**src/rtl/vga_timing_gen.sv**
```systemverilog
`default_nettype none
// ============================================================================
// Module   : vga_timing_gen
// Purpose  : Parametrised video timing generator and pixel pipeline. Divides
//            the system clock into a pixel strobe, walks the horizontal and
//            vertical counters, requests pixels from a frame source and
//            realigns the returned colour data with the delayed syncs.
// Ports    : clk, rst            - system clock, synchronous active-high reset
//            enable              - run enable; low clears the timing state
//            pix_req/pix_x/pix_y - one-clk pixel request with its coordinate
//            pix_in              - {R,G,B} returned PIX_LAT strobes later
//            hsync/vsync         - syncs with configurable active level
//            rdata/gdata/bdata   - colour outputs, zero outside active area
//            frame_start/vblank  - strobes toward the interrupt logic
// Revision : 1.0 - initial release
// ============================================================================
module vga_timing_gen #(
  parameter int H_ACTIVE = 640,
  parameter int H_FP     = 16,
  parameter int H_SYNC   = 96,
  parameter int H_BP     = 48,
  parameter int V_ACTIVE = 480,
  parameter int V_FP     = 10,
  parameter int V_SYNC   = 2,
  parameter int V_BP     = 33,
  parameter int HS_POL   = 0,
  parameter int VS_POL   = 0,
  parameter int CDEPTH   = 4,
  parameter int CLK_DIV  = 4,
  parameter int PIX_LAT  = 2
) (
  input  logic                  clk,
  input  logic                  rst,
  input  logic                  enable,
  output logic                  pix_req,
  output logic [10:0]           pix_x,
  output logic [9:0]            pix_y,
  input  logic [3*CDEPTH-1:0]   pix_in,
  output logic                  hsync,
  output logic                  vsync,
  output logic [CDEPTH-1:0]     rdata,
  output logic [CDEPTH-1:0]     gdata,
  output logic [CDEPTH-1:0]     bdata,
  output logic                  frame_start,
  output logic                  vblank
);

  localparam int c_div_w = (CLK_DIV > 1) ? $clog2(CLK_DIV) : 1;
  localparam logic [c_div_w-1:0] c_div_last = c_div_w'(CLK_DIV - 1);

  localparam logic [10:0] c_h_active = 11'(H_ACTIVE);
  localparam logic [10:0] c_hs_start = 11'(H_ACTIVE + H_FP);
  localparam logic [10:0] c_hs_end   = 11'(H_ACTIVE + H_FP + H_SYNC);
  localparam logic [10:0] c_h_last   = 11'(H_ACTIVE + H_FP + H_SYNC + H_BP - 1);

  localparam logic [9:0]  c_v_active = 10'(V_ACTIVE);
  localparam logic [9:0]  c_vs_start = 10'(V_ACTIVE + V_FP);
  localparam logic [9:0]  c_vs_end   = 10'(V_ACTIVE + V_FP + V_SYNC);
  localparam logic [9:0]  c_v_last   = 10'(V_ACTIVE + V_FP + V_SYNC + V_BP - 1);

  // Inactive sync levels; the delayed raw sync is XORed with these.
  localparam logic c_hs_idle = (HS_POL == 0);
  localparam logic c_vs_idle = (VS_POL == 0);

  logic [c_div_w-1:0] r_div;
  logic [10:0]        r_hcnt;
  logic [9:0]         r_vcnt;
  logic [PIX_LAT-1:0] r_de_sr;
  logic [PIX_LAT-1:0] r_hs_sr;
  logic [PIX_LAT-1:0] r_vs_sr;

  logic w_clear;
  logic w_pe;
  logic w_de_raw;
  logic w_hs_raw;
  logic w_vs_raw;
  logic w_de_dly;
  logic w_hs_dly;
  logic w_vs_dly;

  // rst and a low enable share one path so a mid-frame stop never leaves a
  // partial line behind; the divider sits at 0 while cleared, so the very
  // first clock after release is a pixel strobe.
  assign w_clear  = rst || !enable;
  assign w_pe     = enable && (r_div == '0);

  assign w_de_raw = (r_hcnt < c_h_active) && (r_vcnt < c_v_active);
  assign w_hs_raw = (r_hcnt >= c_hs_start) && (r_hcnt < c_hs_end);
  assign w_vs_raw = (r_vcnt >= c_vs_start) && (r_vcnt < c_vs_end);

  // Oldest stage carries timing from the strobe whose pixel data is now
  // on pix_in.
  assign w_de_dly = r_de_sr[PIX_LAT-1];
  assign w_hs_dly = r_hs_sr[PIX_LAT-1];
  assign w_vs_dly = r_vs_sr[PIX_LAT-1];

  // Pixel strobe divider.
  always_ff @(posedge clk) begin
    if (w_clear || (r_div == c_div_last)) begin
      r_div <= '0;
    end else begin
      r_div <= r_div + 1'b1;
    end
  end

  // Frame position counters and the alignment shift registers.
  always_ff @(posedge clk) begin
    if (w_clear) begin
      r_hcnt  <= '0;
      r_vcnt  <= '0;
      r_de_sr <= '0;
      r_hs_sr <= '0;
      r_vs_sr <= '0;
    end else if (w_pe) begin
      if (r_hcnt == c_h_last) begin
        r_hcnt <= '0;
        if (r_vcnt == c_v_last) begin
          r_vcnt <= '0;
        end else begin
          r_vcnt <= r_vcnt + 1'b1;
        end
      end else begin
        r_hcnt <= r_hcnt + 1'b1;
      end
      r_de_sr[0] <= w_de_raw;
      r_hs_sr[0] <= w_hs_raw;
      r_vs_sr[0] <= w_vs_raw;
      for (int i = 1; i < PIX_LAT; i++) begin
        r_de_sr[i] <= r_de_sr[i-1];
        r_hs_sr[i] <= r_hs_sr[i-1];
        r_vs_sr[i] <= r_vs_sr[i-1];
      end
    end
  end

  // Registered outputs.
  always_ff @(posedge clk) begin
    if (w_clear) begin
      pix_req     <= 1'b0;
      pix_x       <= '0;
      pix_y       <= '0;
      frame_start <= 1'b0;
      vblank      <= 1'b0;
      hsync       <= c_hs_idle;
      vsync       <= c_vs_idle;
      rdata       <= '0;
      gdata       <= '0;
      bdata       <= '0;
    end else begin
      pix_req     <= w_pe && w_de_raw;
      frame_start <= w_pe && (r_hcnt == '0) && (r_vcnt == '0);
      vblank      <= (r_vcnt >= c_v_active);
      // Coordinates hold between requests so the source can latch lazily.
      if (w_pe && w_de_raw) begin
        pix_x <= r_hcnt;
        pix_y <= r_vcnt;
      end
      if (w_pe) begin
        hsync <= w_hs_dly ^ c_hs_idle;
        vsync <= w_vs_dly ^ c_vs_idle;
        if (w_de_dly) begin
          rdata <= pix_in[3*CDEPTH-1 -: CDEPTH];
          gdata <= pix_in[2*CDEPTH-1 -: CDEPTH];
          bdata <= pix_in[CDEPTH-1:0];
        end else begin
          rdata <= '0;
          gdata <= '0;
          bdata <= '0;
        end
      end
    end
  end

endmodule
`default_nettype wire
```
**config.mk**
```make
export PLATFORM = sky130hd
export DESIGN_NAME = vga_timing_gen
export DESIGN_NICKNAME = d
export VERILOG_FILES = /design/src/rtl/vga_timing_gen.sv
export SDC_FILE = /design/constraint.sdc
export NUM_CORES = 1
export LEC_CHECK = 0
export CORE_ASPECT_RATIO = 0.6
export CORE_MARGIN = 4
export CORE_UTILIZATION = 30
export CTS_CLUSTER_SIZE = 12
export DETAILED_ROUTE_END_ITERATION = 8
export PLACE_DENSITY = 0.51
export SYNTH_ARGS = -nofsm -noshare
export SYNTH_HDL_FRONTEND = slang
export SYNTH_SLANG_ARGS = --single-unit
```
**constraint.sdc**
```tcl
create_clock -name clk -period 2.6 [get_ports clk]
set_input_delay 0.52 -clock clk [delete_from_list [all_inputs] [get_ports clk]]
set_output_delay 0.52 -clock clk [all_outputs]
set_load 0.05 [all_outputs]
```
==> results by group, run 1 <==
STA
  – Layout Skew: between 0.006 and 0.007 ns
  – Max transition margin: 0.443
  – Pin slew with the least headroom to its limit: around 0.83 ns
  – Final Critical Period: roughly 2.0 ns
  – Final worst-path cycle share: 0.776
  – Setup TNS: 0 ns
  – Final setup violation count: 0
  – Fmax: about 500 MHz
  – Pins over their slew limit: 0
  – Fin. Hold Viols: 0
  – RSZ-0062 raised after global routing: false

Setup path
  – WP buf/inv: 1
  – Slowest CP cell: clkdlybuf4s50_1
  – Critical-path cell list: clkdlybuf4s50_1
  – Kind of critical path: flop to output pin
  – WP data required: approximately 2.1 ns
  – Critical path fanouts, max: 2
  – Worst EP arrival: 1.50 ns
  – Critical path endpoint category: output pin
  – Worst path depth: 1
  – CP top delay family: buffers and inverters
  – Worst r2r path cells: 6
  – Max incr delay on CP: 0.83 ns
  – CP Launch Type: flop

Placement
  – Port-buffer cells: 52
  – Dpl cells: about 440
  – Dpl hpwl: 5040 um
  – Routability Congestion: around 0.79

Cells and area
  – Layout cells sized above 1: 0.0727
  – Antenna diodes: 0
  – Fin nets: 362
  – Finished Layout Cells: roughly 460
  – Synth-to-layout area growth: 32.4%

Synthesis
  – Top cell type's share of synthesized area: 0.481
  – Synth Instances: 290
  – Sequential fraction of the synthesis area: 0.481
  – #FFs+latches synth: 67
  – Post-synth EDFFs: 0
  – Cell type with the largest total area after synthesis: dfxtp_1
  – Dominant cells by area after synthesis: dfxtp_1 48%, mux2i_1 9.3%, nor2_1 5.5%
  – Ys Warns: 0
  – Yosys cell types: 38
  – Netlist Area Pre-Place: about 0.0028 mm2
  – Ys async rst share: 0
  – Syn Nets: approximately 310
  – Syn_area_per_cell: a little under 10 um2
  – Ys flop type: dfxtp_1

Floorplanning
  – Vert. Die Dim: about 83 um
  – Starting density of the core: 0.318
  – # rows: 26
  – Core area: 0.00878 mm2
  – Die Span X: between 100 and 150 um
  – I/O pin cnt: 53
  – Die area: between 0.01 and 0.015 mm2

Detailed routing
  – Final ANT Viol Nets: 0
  – WL/cell: around 15 um
  – Starting DRT DRC Count: 85
  – Drt drc: 0
  – DRT Pass-1 Iters: 4
  – Via count: between 2,000 and 2,500
  – Vias per inst: 4.88
  – Final WL: around 6900 um

Global route
  – Initial antenna violation count: 0
  – Largest net degree at the start of global routing: 39
  – Overflow after GRT: 0
  – GRT Util Overall: 0.132
  – First-pass GRT wire length: ~11,000 um
  – Vias in the first global route: 2,120

Pwr
  – Leakage: ~1.4 nW
  – PwrDens: between 600 and 700 mW/mm2
  – Worst vdd ir: 283 uV

Status
  – Status: complete, no violations

CTS
  – CTS Hold Bufs: 0
  – Post CTS Setup Buffer Count: 0
  – CTS Buffer Depth: 2
  – H-Tree Level Count: 3
  – Num CTS Buffers: 9
  – CTS resizes: 0
  – Worst skew pair latency: ~0.33 ns
  – CTS tree: built
  – Root Buffer Master: clkbuf_16
  – TritonCTS Sinks: 67
  – CTS clk-pin slew, worst paths: roughly 0.05 ns

Job
  – Number of max-cap violations: 0

Min path
  – Hold path depth: 1
  – HP Class: flop to flop
-- worst paths after layout --
kind	from	end	slack (ns)
worst min register to register	r_div[0]	r_div[0]	0.47
worst max-delay path	gdata[1]	gdata[1]	0.58
worst min-delay path	r_div[0]	r_div[0]	0.47
worst max register to register	r_div[0]	r_vcnt[9]	0.62
-- logic make-up after synthesis --
| group | Yosys count | synth area share |
|---|---|---|
| buf+inv | 28 | 0.0426 |
| xor+xnor | 12 | 0.0377 |
| compound gates | 31 | 0.0793 |
| fa+ha+maj | 7 | 0.0314 |
| mux | 26 | 0.0932 |
| simple gates | 119 | 0.235 |
| flops | 67 | 0.481 |
-- cells in the mapped netlist (2+ instances only) --
library cell	number
dfxtp_1	67
nor2_1	41
mux2i_1	26
nand2_1	15
clkbuf_1	14
nand4_1	13
a22o_1	12
inv_1	8
nand3_1	8
ha_1	7
xor2_1	7
a21oi_1	6
o21ai_0	6
and3_1	5
buf_2	5
nor3_1	5
xnor2_1	5
and4_1	4
nand2b_1	4
nor4_1	4
or3_1	3
and2_1	2
nand3b_1	2
nor2b_1	2
nor3b_1	2
nor4_4	2
nor4b_1	2
nor4bb_1	2
o31ai_1	2
-- registers in the layout (all words and copies together), names as in the netlist, 2 cells and up --
| name | cells |
|---|---|
| pix_x | 11 |
| r_hcnt | 11 |
| pix_y | 10 |
| r_vcnt | 10 |
| bdata | 4 |
| gdata | 4 |
| rdata | 4 |
| r_de_sr | 2 |
| r_div | 2 |
| r_hs_sr | 2 |
| r_vs_sr | 2 |
-- per-stage QoR --
step / hold WS (ns) / instance area [um2] / total power (W) / util / worst slack, ns
floorplan: 0.429 / 2790 / 0.00113 / - / 0.767
global placement: 0.443 / 3420 / 0.00118 / 0.389 / 0.368
detailed placement: 0.464 / 3420 / 0.00118 / 0.389 / 0.349
CTS: 0.470 / 3700 / 0.00232 / 0.421 / 0.570
global route: 0.490 / 3700 / 0.00238 / 0.421 / 0.458
finish: 0.467 / 3700 / 0.00228 / 0.421 / 0.583
-- report_power, final --
group | internal, W | leakage, nW | switching, W
Combinational | 0.0000529 | 0.710 | 0.0000662
Sequential | 0.00104 | 0.541 | 0.00000632
Clock | 0.000714 | 0.141 | 0.000405
Total | 0.00180 | 1.39 | 0.000477
-- final cells by class --
type	instances	area [um2]
Tap cell	112	140
Clock inverter	2	10.0
Inverter	8	30.0
Fill cell	892	5090
Multi-Input combinational cell	195	1330
Clock buffer	13	270
Timing Repair Buffer	59	573
Sequential cell	67	1340
-- per-layer routing --
metal	vias to the layer above	global-route usage	wire length [um]	part of all wire
met3	9	0.0478	324	0.047
met5	-	0	0	0
met4	0	0.0405	68	0.0098
met1	1047	0.198	3880	0.56
li1	1127	-	-	-
met2	41	0.172	2650	0.38
-- placed cells by master (no fill, tap or decap), drive strengths merged, types with 8 or more instances in the layout --
| cell | n |
|---|---|
| a22o | 12 |
| clkbuf | 13 |
| clkdlybuf4s50 | 52 |
| dfxtp | 67 |
| inv | 8 |
| mux2i | 26 |
| nand2 | 15 |
| nand3 | 8 |
| nand4 | 13 |
| nor2 | 41 |
Note: power is estimated with default switching activity, not from simulation.
==> run 2, diff against run 1 <==
==> constraint.sdc (replaced) <==
create_clock -name clk -period 2.1 [get_ports clk]
set_input_delay 0.42 -clock clk [delete_from_list [all_inputs] [get_ports clk]]
set_output_delay 0.42 -clock clk [all_outputs]
set_load 0.05 [all_outputs]
==> run 2 against run 1 <==
- register-to-register slack worse by 0.46 ns
- first-iteration DRC count down 2.4%
- final cell count increased by 2.0%
- critical path type is now flop to flop
- largest power group unchanged
==> results by group, run 2 (synthesized netlist as in run 1, its figures left out) <==
Status
  – Status: complete, no violations

Pwr
  – Power Total: 0.00291 W (+28%)
  – Leakage: 1.45 nW (+4.0%)
  – Worst vdd ir: 417 uV (+47%)
  – PwrDens: 768 mW/mm2 (+25%)

Min path
  – Hold path depth: 1 (unchanged)
  – HP Class: flop to flop
  – Hold Crit Start: r_div[0]
  – Hold Path End: r_div[0]

Floorplanning
  – Die Span X: 133 um (unchanged)
  – I/O pin cnt: 53 (unchanged)
  – Die area: 0.0110 mm2 (unchanged)
  – Core area: 0.00878 mm2 (unchanged)
  – Starting density of the core: 0.318 (unchanged)
  – # rows: 26 (unchanged)
  – Vert. Die Dim: 82.7 um (unchanged)

CTS
  – CTS Buffer Depth: 2 (unchanged)
  – CTS resizes: 0 (unchanged)
  – Root Buffer Master: clkbuf_16
  – CTS tree: built
  – Post CTS Setup Buffer Count: 0 (unchanged)
  – Num CTS Buffers: 9 (unchanged)
  – TritonCTS Sinks: 67 (unchanged)
  – CTS clk-pin slew, worst paths: 0.05 ns (about the same)
  – Worst skew pair latency: 0.33 ns (about the same)
  – CTS Hold Bufs: 0 (unchanged)
  – H-Tree Level Count: 3 (unchanged)

Detailed routing
  – Final WL: 6890 um (-0.48%)
  – DRT Pass-1 Iters: 4 (unchanged)
  – Drt drc: 0 (unchanged)
  – WL/cell: 14.8 um (-2.4%)
  – Vias per inst: 4.77 (-2.3%)
  – Starting DRT DRC Count: 83 (-2.4%)
  – Final ANT Viol Nets: 0 (unchanged)
  – Via count: 2,216 (-0.36%)

Cells and area
  – Commonest non-fill, non-tap cell in the layout: dfxtp_1
  – Util after Layout: 0.431 (+0.0105)
  – Fin nets: 371 (+2.5%)
  – Commonest non-fill, non-tap cells in the layout: 67 x dfxtp_1, 52 x clkdlybuf4s50_1, 41 x nor2_1, 26 x mux2i_1, 16 x buf_4
  – Finished Layout Cells: 465 (+2.0%)
  – Layout cells sized above 1: 0.102 (+0.0293)
  – Fill cells: 839 (-5.9%)
  – Antenna diodes: 0 (unchanged)
  – Synth-to-layout area growth: 35.7%
  – Biggest regs: pix_x: 11 flops, r_hcnt: 11 flops

Setup path
  – Worst EP arrival: 2.20 ns (+0.70 ns)
  – RR Endpoint: r_vcnt[9]
  – CP Launch Type: flop
  – Kind of critical path: flop to flop
  – Worst R2R Start: r_div[0]
  – WP data required: 2.35 ns (+0.27 ns)
  – Worst R2R Setup Slack: 0.16 ns (-0.46 ns)
  – Critical path endpoint category: flop
  – Critical path fanouts, max: 6 (+4)
  – Worst r2r path cells: 6 (unchanged)

Global route
  – Overflow after GRT: 0 (unchanged)
  – GRT Util Overall: 0.131 (-0.00198)
  – Largest net degree at the start of global routing: 39 (unchanged)
  – First-pass GRT wire length: 11,100 um (-1.2%)
  – Initial antenna violation count: 0 (unchanged)
  – Vias in the first global route: 2,085 (-1.7%)

STA
  – Pins over their slew limit: 0 (unchanged)
  – Final Critical Period: 1.94 ns
  – Final setup violation count: 0 (unchanged)
  – Fmax: between 500 and 600 MHz
  – Max transition margin: 0.460 (+0.0170)
  – RSZ-0062 raised after global routing: false
  – Final worst-path cycle share: 0.925
  – Setup TNS: 0 ns (unchanged)
  – Fin. Hold Viols: 0 (unchanged)
  – Layout Skew: 0.00516 ns (-0.000972 ns)
  – Pin slew with the least headroom to its limit: 0.807 ns (-0.0254 ns)

Placement
  – Port-buffer cells: 52 (unchanged)
  – Dpl hpwl: 4980 um (-1.1%)
  – Routability Congestion: 0.822 (+4.2%)
  – Dpl cells: 450 (+2.0%)

Job
  – Number of max-cap violations: 0 (unchanged)
[run 2: routing by layer]
layer / vias to the layer above / global-route usage / wire length, um
li1: 1144 / - / -
met1: 1014 / 0.193 / 3830
met2: 48 / 0.161 / 2540
met3: 10 / 0.0575 / 411
met4: 0 / 0.0467 / 112
met5: - / 0 / 0
[run 2: cell type report]
type                    instances  area [um2]  share of cell area
clock inverters                 1        5.00             0.00132
clock buffers                  14         294              0.0776
repair buffers                 68         641               0.169
flip-flops and latches         67        1340               0.354
inverters                       8        30.0             0.00793
well taps                     112         140              0.0370
multi-input cells             195        1340               0.353
[run 2: worst max-delay path by stage]
stage,end,startpoint,slack [ns],cells after the start
3_5_place_dp,r_vcnt[0],enable,-0.11,6
2_1_floorplan,r_vcnt[8],r_hcnt[5],0.35,5
3_3_place_gp,r_vcnt[9],enable,-0.04,5
4_1_cts,r_vcnt[0],r_div[0],0.1,7
5_1_grt,pix_x[6],r_div[0],0.006,7
6_report,r_vcnt[9],r_div[0],0.16,6
[run 2: through the flow]
stage / hold WS [ns] / worst slack, ns / area (um2)
after detailed placement: 0.447 / -0.111 / 3480
after global placement: 0.444 / -0.0422 / 3480
after CTS: 0.457 / 0.0997 / 3780
final: 0.454 / 0.158 / 3790
after global routing: 0.492 / 0.00645 / 3790
after floorplan: 0.429 / 0.348 / 2790
[run 2: critical path, stage by stage, from the launching register on]
cell and delay (ns):
dfxtp_1 0.32, inv_1 0.05, ha_1 0.28, and4_1 0.36, nand4_1 0.15, or4_1 0.54
a21oi_1 0.16
[run 2: report_power, final]
group	switching [W]	leakage (nW)	internal, W
logic	0.0000821	0.756	0.0000687
registers	0.00000733	0.541	0.00128
clock network	0.000518	0.151	0.000951
total	0.000608	1.45	0.00230
